### src/rtl/cnn_reg_pkg.sv
// CNN register map shared by the configuration master and the CNN subordinate.
package cnn_reg_pkg;

    localparam logic [31:0] CtrlOff       = 32'h00;
    localparam logic [31:0] StatusOff     = 32'h04;
    localparam logic [31:0] InputBaseOff  = 32'h08;
    localparam logic [31:0] OutputBaseOff = 32'h0C;
    localparam logic [31:0] WeightBaseOff = 32'h10;
    localparam int unsigned NumWeights    = 9;
    localparam int unsigned NumWrites     = NumWeights + 3;
    localparam int unsigned WidxW         = 4;

    typedef enum logic [2:0] {
        IDLE,
        WR_REQ,
        WR_RSP,
        POLL_REQ,
        POLL_RSP,
        POLL_WAIT,
        DONE,
        ERR
    } cfg_state_e;

endpackage

### src/rtl/obi_pkg.sv
// Minimal OBI bus definitions: configuration record and default request/response channel structs.
package obi_pkg;

    typedef struct packed {
        int unsigned AddrWidth;
        int unsigned DataWidth;
        int unsigned IdWidth;
    } obi_cfg_t;

    localparam obi_cfg_t ObiDefaultConfig = '{AddrWidth: 32, DataWidth: 32, IdWidth: 1};

    typedef struct packed {
        logic [31:0] addr;
        logic        we;
        logic [3:0]  be;
        logic [31:0] wdata;
        logic [0:0]  aid;
        logic        user;
        logic [1:0]  region;
    } obi_a_chan_t;

    typedef struct packed {
        obi_a_chan_t a;
        logic        req;
    } obi_req_t;

    typedef struct packed {
        logic [31:0] rdata;
        logic [0:0]  rid;
        logic        err;
    } obi_r_chan_t;

    typedef struct packed {
        obi_r_chan_t r;
        logic        gnt;
        logic        rvalid;
    } obi_rsp_t;

endpackage

### src/rtl/cnn_cfg_seq_rom.sv
// Maps the configuration write index to the {addr, wdata} pair of that write:
// weights first, then input base, output base and finally the CTRL start bit.
module cnn_cfg_seq_rom
    import cnn_reg_pkg::*;
#(
    parameter logic [31:0] CnnBase = 32'h2000_0000
) (
    input  logic [WidxW-1:0] widx_i,
    input  logic [31:0]      input_base_i,
    input  logic [31:0]      output_base_i,
    input  logic [71:0]      weights_i,
    output logic [31:0]      addr_o,
    output logic [31:0]      wdata_o
);

    logic [NumWeights-1:0][7:0] w_arr;
    logic [7:0]                 w_sel;

    assign w_arr = weights_i;

    always_comb begin
        addr_o  = '0;
        wdata_o = '0;
        w_sel   = '0;
        if (widx_i < WidxW'(NumWeights)) begin
            w_sel   = w_arr[widx_i];
            addr_o  = CnnBase + WeightBaseOff + (32'(widx_i) << 2);
            wdata_o = {{24{w_sel[7]}}, w_sel};
        end else if (widx_i == WidxW'(NumWeights)) begin
            addr_o  = CnnBase + InputBaseOff;
            wdata_o = input_base_i;
        end else if (widx_i == WidxW'(NumWeights + 1)) begin
            addr_o  = CnnBase + OutputBaseOff;
            wdata_o = output_base_i;
        end else if (widx_i == WidxW'(NumWeights + 2)) begin
            addr_o  = CnnBase + CtrlOff;
            wdata_o = 32'h1;
        end
    end

endmodule

### src/rtl/cnn_cfg_master.sv
// OBI manager that programs the CNN register window (weights, buffers, start)
// and then polls STATUS until the accelerator reports completion or a timeout.
module cnn_cfg_master
    import cnn_reg_pkg::*;
#(
    parameter obi_pkg::obi_cfg_t ObiCfg    = obi_pkg::ObiDefaultConfig,
    parameter type               obi_req_t = obi_pkg::obi_req_t,
    parameter type               obi_rsp_t = obi_pkg::obi_rsp_t,
    parameter logic [31:0]       CnnBase   = 32'h2000_0000,
    parameter int unsigned       PollLimit = 1024,
    parameter int unsigned       PollGap   = 4
) (
    input  logic        clk_i,
    input  logic        rst_i,
    input  logic        start_i,
    input  logic [31:0] input_base_i,
    input  logic [31:0] output_base_i,
    input  logic [71:0] weights_i,
    output obi_req_t    mgr_obi_req_o,
    input  obi_rsp_t    mgr_obi_rsp_i,
    output logic        busy_o,
    output logic        done_o,
    output logic        err_o
);

    localparam int unsigned AddrW = ObiCfg.AddrWidth;
    localparam int unsigned PollW = $clog2(PollLimit + 1);
    localparam int unsigned GapW  = (PollGap > 1) ? $clog2(PollGap) : 1;

    cfg_state_e       state_q, state_d;
    logic [WidxW-1:0] widx_q, widx_d;
    logic [PollW-1:0] poll_cnt_q, poll_cnt_d;
    logic [GapW-1:0]  gap_cnt_q, gap_cnt_d;
    logic [31:0]      in_base_q, in_base_d;
    logic [31:0]      out_base_q, out_base_d;
    logic [71:0]      weights_q, weights_d;
    logic [31:0]      rom_addr, rom_wdata;
    logic             unused_rsp;

    assign unused_rsp = ^{mgr_obi_rsp_i.r.rdata[31:1], mgr_obi_rsp_i.r.rid};

    cnn_cfg_seq_rom #(
        .CnnBase(CnnBase)
    ) u_seq_rom (
        .widx_i       (widx_q),
        .input_base_i (in_base_q),
        .output_base_i(out_base_q),
        .weights_i    (weights_q),
        .addr_o       (rom_addr),
        .wdata_o      (rom_wdata)
    );

    always_ff @(posedge clk_i) begin
        if (rst_i) begin
            state_q    <= IDLE;
            widx_q     <= '0;
            poll_cnt_q <= '0;
            gap_cnt_q  <= '0;
            in_base_q  <= '0;
            out_base_q <= '0;
            weights_q  <= '0;
        end else begin
            state_q    <= state_d;
            widx_q     <= widx_d;
            poll_cnt_q <= poll_cnt_d;
            gap_cnt_q  <= gap_cnt_d;
            in_base_q  <= in_base_d;
            out_base_q <= out_base_d;
            weights_q  <= weights_d;
        end
    end

    always_comb begin
        state_d       = state_q;
        widx_d        = widx_q;
        poll_cnt_d    = poll_cnt_q;
        gap_cnt_d     = gap_cnt_q;
        in_base_d     = in_base_q;
        out_base_d    = out_base_q;
        weights_d     = weights_q;
        mgr_obi_req_o = '0;
        busy_o        = (state_q != IDLE);
        done_o        = (state_q == DONE);
        err_o         = (state_q == ERR);

        unique case (state_q)
            IDLE: begin
                if (start_i) begin
                    in_base_d  = input_base_i;
                    out_base_d = output_base_i;
                    weights_d  = weights_i;
                    widx_d     = '0;
                    poll_cnt_d = '0;
                    state_d    = WR_REQ;
                end
            end
            WR_REQ: begin
                mgr_obi_req_o.req     = 1'b1;
                mgr_obi_req_o.a.we    = 1'b1;
                mgr_obi_req_o.a.be    = 4'hF;
                mgr_obi_req_o.a.addr  = rom_addr[AddrW-1:0];
                mgr_obi_req_o.a.wdata = rom_wdata;
                if (mgr_obi_rsp_i.gnt) state_d = WR_RSP;
            end
            WR_RSP: begin
                if (mgr_obi_rsp_i.rvalid) begin
                    if (mgr_obi_rsp_i.r.err) begin
                        state_d = ERR;
                    end else if (widx_q == WidxW'(NumWrites - 1)) begin
                        state_d = POLL_REQ;
                    end else begin
                        widx_d  = widx_q + WidxW'(1);
                        state_d = WR_REQ;
                    end
                end
            end
            POLL_REQ: begin
                mgr_obi_req_o.req    = 1'b1;
                mgr_obi_req_o.a.be   = 4'hF;
                mgr_obi_req_o.a.addr = CnnBase + StatusOff;
                if (mgr_obi_rsp_i.gnt) state_d = POLL_RSP;
            end
            POLL_RSP: begin
                // The timeout compares the count including this read, so ERR
                // follows the PollLimit-th zero STATUS without another wait.
                if (mgr_obi_rsp_i.rvalid) begin
                    poll_cnt_d = poll_cnt_q + PollW'(1);
                    if (mgr_obi_rsp_i.r.err) begin
                        state_d = ERR;
                    end else if (mgr_obi_rsp_i.r.rdata[0]) begin
                        state_d = DONE;
                    end else if (32'(poll_cnt_q) + 32'd1 >= PollLimit) begin
                        state_d = ERR;
                    end else begin
                        gap_cnt_d = '0;
                        state_d   = POLL_WAIT;
                    end
                end
            end
            POLL_WAIT: begin
                gap_cnt_d = gap_cnt_q + GapW'(1);
                if (32'(gap_cnt_q) + 32'd1 >= PollGap) state_d = POLL_REQ;
            end
            DONE:    state_d = IDLE;
            ERR:     state_d = IDLE;
            default: state_d = IDLE;
        endcase
    end

endmodule
### config.mk
export PLATFORM = sky130hd
export DESIGN_NAME = cnn_cfg_master
export DESIGN_NICKNAME = d
export VERILOG_FILES = /design/src/rtl/cnn_reg_pkg.sv /design/src/rtl/obi_pkg.sv /design/src/rtl/cnn_cfg_seq_rom.sv /design/src/rtl/cnn_cfg_master.sv
export SDC_FILE = /design/constraint.sdc
export NUM_CORES = 1
export LEC_CHECK = 0
export BUFFER_PORTS_ARGS = -buffer_cell sky130_fd_sc_hd__buf_2
export CAP_MARGIN = 20
export CORE_UTILIZATION = 56
export CTS_BUF_LIST = sky130_fd_sc_hd__clkbuf_2
export CTS_CLUSTER_SIZE = 30
export DETAILED_ROUTE_END_ITERATION = 10
export HOLD_SLACK_MARGIN = 0.1
export PLACE_DENSITY = 0.95
export SKIP_LAST_GASP = 1
export SYNTH_ARGS = -nofsm -noshare
export SYNTH_HDL_FRONTEND = slang
export SYNTH_SLANG_ARGS = --single-unit
### constraint.sdc
create_clock -name clk_i -period 4.96 [get_ports clk_i]
set_input_delay 0 -clock clk_i [delete_from_list [all_inputs] [get_ports clk_i]]
set_output_delay 0 -clock clk_i [all_outputs]
set_load 0.03 [all_outputs]
==> impl_metrics.toml, run 1 <==
[cts]
clockBufferDepth = 2
clock-sinks = 156
cts-buffers-inserted = 17
hold_buffers = 250
htree_levels = 4
postCtsSetupRepairBufs = 0
cts_resized = 0
cts-root-buf = "clkbuf_2"

[yosys]
syn_avg_cell_area_sq_um = 7.97
synth_top_family_by_area = "simple AND/OR/NAND/NOR gates"
synth_edf_count = 0
postSynthCellCount = 926
synth_async_sr_flop_share_pct = 0
muxShareOfSynthArea_pct = 6.25
synth_fa_ha_area_share_pct = 1.36
synth_seq_cells = 156
syn_area_sq_um = 7380
synth_ff_type = "dfxtp_1"
synth_compound_area_share_pct = 20.5
synth_xor_area_share_pct = 0.356
ys_warn_count = 0
synth_cell_types = 54
ys_seq_area_share_pct = 42.3
synthSimpleGateAreaFrac_pct = 21.1

[placed_design]
dpl_worst_slack_ns = 1.76
io_buffers = 188
dpl.hpwl_mm = 12.9
place_congestion = 0.808

[floorplanning]
fp.dieH_um = 117
top_level_ports = 252
die_w_um = 117
num_rows = 41
start_util_pct = 58.0

[outcome]
tool.error = "[ERROR RSZ-0060] Max buffer count reached."
status = "stopped before the end"
failed_stage = "4_1_cts"
synthesized netlist by cell type (6+ instances only):
cell        n  area share [%]
a21oi_1   155              11
inv_1       6            0.31
ha_1        8             1.4
nor2_1     18            0.92
mux2i_1     9             1.2
o21ai_0    16             1.1
mux4_2     16             4.9
nor3_1      8            0.54
dfxtp_1   156              42
o221ai_1    7            0.83
o31ai_1     6            0.61
clkbuf_1   67             3.4
nand3_1     7            0.47
or3_1       6            0.51
a22oi_1    31             3.2
o21ai_2    20             2.4
nand2_1   289              15
buf_4      35             3.6
cell families after synthesis:
group	count (synthesis)
fa+ha+maj	8
mux	26
flops	156
buf+inv	115
other cells	1
compound gates	252
xor+xnor	3
simple gates	365
per-stage QoR:
step	hold slack (ns)	std cells	util [%]	area [sq um]
2_1_floorplan	0.136	956	-	7490
3_3_place_gp	0.242	1215	64.1	8150
3_5_place_dp	0.246	1215	64.1	8150
==> run 2, diff against run 1 <==
CORE_UTILIZATION = 40   (was 56)
CTS_BUF_LIST = default   (was sky130_fd_sc_hd__clkbuf_2)
CTS_CLUSTER_SIZE = default   (was 30)
HOLD_SLACK_MARGIN = default   (was 0.1)
PLACE_DENSITY = default   (was 0.95)
PLACE_DENSITY_LB_ADDON = 0.15   (was default)
==> run 2 against run 1 <==
The run now ends clean. Synthesized cell count did not move. Synthesized area unchanged.
==> impl_metrics.toml, run 2 <==
[job]
drv_cap = 0

[floorplanning]
fp.dieH_um = 138
die_area_sq_um = 19000
num_rows = 49
die_w_um = 138
start_util_pct = 41.0
top_level_ports = 252
coreArea_sq_um = 18000

[yosys]
syn_avg_cell_area_sq_um = 7.97
synth_ff_type = "dfxtp_1"
synth_top_area_cell = "dfxtp_1"
ys_seq_area_share_pct = 42.3
syn_area_sq_um = 7380
synthTopCellsByCount = "nand2_1, dfxtp_1, a21oi_1"
synth.top_cell.area_share_pct = 42.3
synth_most_common_cell = "nand2_1"
ys_warn_count = 0
synth_async_sr_flop_share_pct = 0
postSynthCellCount = 926
synth_seq_cells = 156
synth_edf_count = 0
synth_cell_types = 54
synthTopCellsByArea = "dfxtp_1, nand2_1, a21oi_1"

[layout]
final_common_cell = "nand2_1"
final_cell_mix = "nand2_1, buf_2, dfxtp_1"
fin_area_sq_um = 10300
final_core_util_pct = 56.9
top_register = "weights_q"
largestRegisters = "weights_q: 72 flops, in_base_q: 32 flops, out_base_q: 32 flops"
largest_reg_flops = 72
layout-drive-gt1-share_pct = 22.7
syn2layout_area_growth_pct = 39.0
nets = 1385
n_antenna_cell = 0

[placed_design]
io_buffers = 188
placed_cell_area_sq_um = 8240
place_congestion = 0.795
dpl.hpwl_mm = 13.3

[worst_setup_path]
crit_chain = "or3b_2, buf_4, or4_4, a2bb2oi_4, o21ai_2, buf_2"
required_ns = 4.96
end_kind = "primary output"
crit_arrival_ns = 3.46
max_stage_delay_ns = 0.86
critPathLaunch = "state_q[0]"
r2r_start = "state_q[0]"
critPathLaunchType = "flop"
path_max_fanout = 36
criticalPathCategory = "flop to primary output"
cp_slowest_cell = "dfxtp_1"

[sta]
finalSetupTns_ns = 0
fin_skew_ns = 0.00600
fin_crit_ns = 3.46
max_freq_ghz = 0.289
finalMaxSlewViolations = 0
finalSetupViolCount = 0
worst_pin_slew_ns = 0.925
period_share_pct = 69.7
grt_setup_unrepaired = "no"
timing.final.hold_violations = 0
max-slew-margin-rel_pct = 38.1

[cts]
clock-sinks = 156
insertion_delay_ns = 0.42
cts-buffers-inserted = 17
cts-root-buf = "clkbuf_16"
htree_levels = 4
cts_resized = 0
clockBufferDepth = 2
tritoncts = "yes"
clk_pin_slew_ns = 0.06

[global_routing]
antenna_found_initial = 0
grt_pass1_vias = 6744
grt_pass1_wl_mm = 33.7
overflow = 0
grt_use_total_pct = 22.6
grt_max_degree = 86

[hold_path]
min-delay-start = "mgr_obi_rsp_i[0]"
hold_path.class = "primary input to flop"

[outcome]
status = "finished, final reports clean"

[drt]
initialDrtViolationCount = 470
avgViaCountPerCell = 5.04
ant_nets = 0
wl_per_cell_um = 14.9
drc = 0
totalWireLength_mm = 21.5
first_pass_iters = 4
vias = 7279

[power]
p_per_area_nw_per_um2 = 342
peakVddDrop_v = 0.000238
leakagePower_nw = 4.22
-- run 2: path summary, 6_finish.rpt --
check                                         end  slack, ns  depth (start not counted)
worst min register to register      weights_q[45]       0.45                          2
worst max-delay path            mgr_obi_req_o[34]       1.50                          6
worst max register to register      weights_q[20]       2.47                          4
worst min-delay path                   state_q[1]       0.05                          4
-- run 2: final cells by class --
type / count / area (sq um)
fillers: 1649 / 7760
well taps: 229 / 287
flip-flops and latches: 156 / 3120
clock buffers: 18 / 429
clock inverters: 13 / 216
multi-input cells: 685 / 3790
repair buffers: 336 / 2400
inverters: 6 / 22.5
-- run 2: metrics by stage --
step,power (W),hold slack (ns),instances,worst slack (ns)
after floorplan,0.00187,0.136,956,2.08
after CTS,0.00353,0.0336,1443,1.46
after global routing,0.00367,0.0720,1443,1.25
after detailed placement,0.00202,0.246,1275,1.92
after global placement,0.00201,0.243,1275,1.98
final,0.00351,0.0470,1443,1.50
-- run 2: logic make-up (layout without fill, tap and decap cells) --
family / count (synthesis) / after routing / synth area share, %
AND/OR/NAND/NOR: 365 / 365 / 21.1
AO/OA/AOI/OAI: 252 / 252 / 20.5
flip-flops: 156 / 156 / 42.3
buffers and inverters: 115 / 373 / 8.07
multiplexers: 26 / 26 / 6.25
adder cells (fa/ha/maj): 8 / 8 / 1.36
XOR/XNOR: 3 / 3 / 0.356
other: 1 / 31 / 0.0508
-- run 2: worst max-delay path, delay by kind of cell (launching register included) --
kind / cells / cell delay [ns]
buffers and inverters: 2 / 0.53
AOI/OAI and AO/OA: 2 / 0.47
and+or+nand+nor: 2 / 1.13
DFF: 1 / 0.86
-- run 2: repair_timing --
| action | in CTS | in global routing |
|---|---|---|
| hold endpoints to repair | 137 | 0 |
| hold buffers | 137 | 0 |
| setup endpoints to repair | 0 | 0 |
| setup buffers | 0 | 0 |
-- run 2: power by group --
| group | switching, W | leakage (nW) | internal [W] |
|---|---|---|---|
| clock | 0.000533 | 0.303 | 0.000896 |
| combinational | 0.000397 | 2.64 | 0.000264 |
| sequential | 0.0000627 | 1.28 | 0.00135 |
-- run 2: layer usage --
layer / share of wire, % / global-route usage, % / wire, um / up-vias
li1: - / - / - / 3663
met1: 45 / 29.5 / 9740 / 3417
met2: 49 / 37.7 / 10600 / 179
met3: 4.5 / 5.04 / 966 / 20
met4: 1.3 / 5.80 / 275 / 0
met5: 0 / 0 / 0 / -
Note: power is estimated with default switching activity, not from simulation.
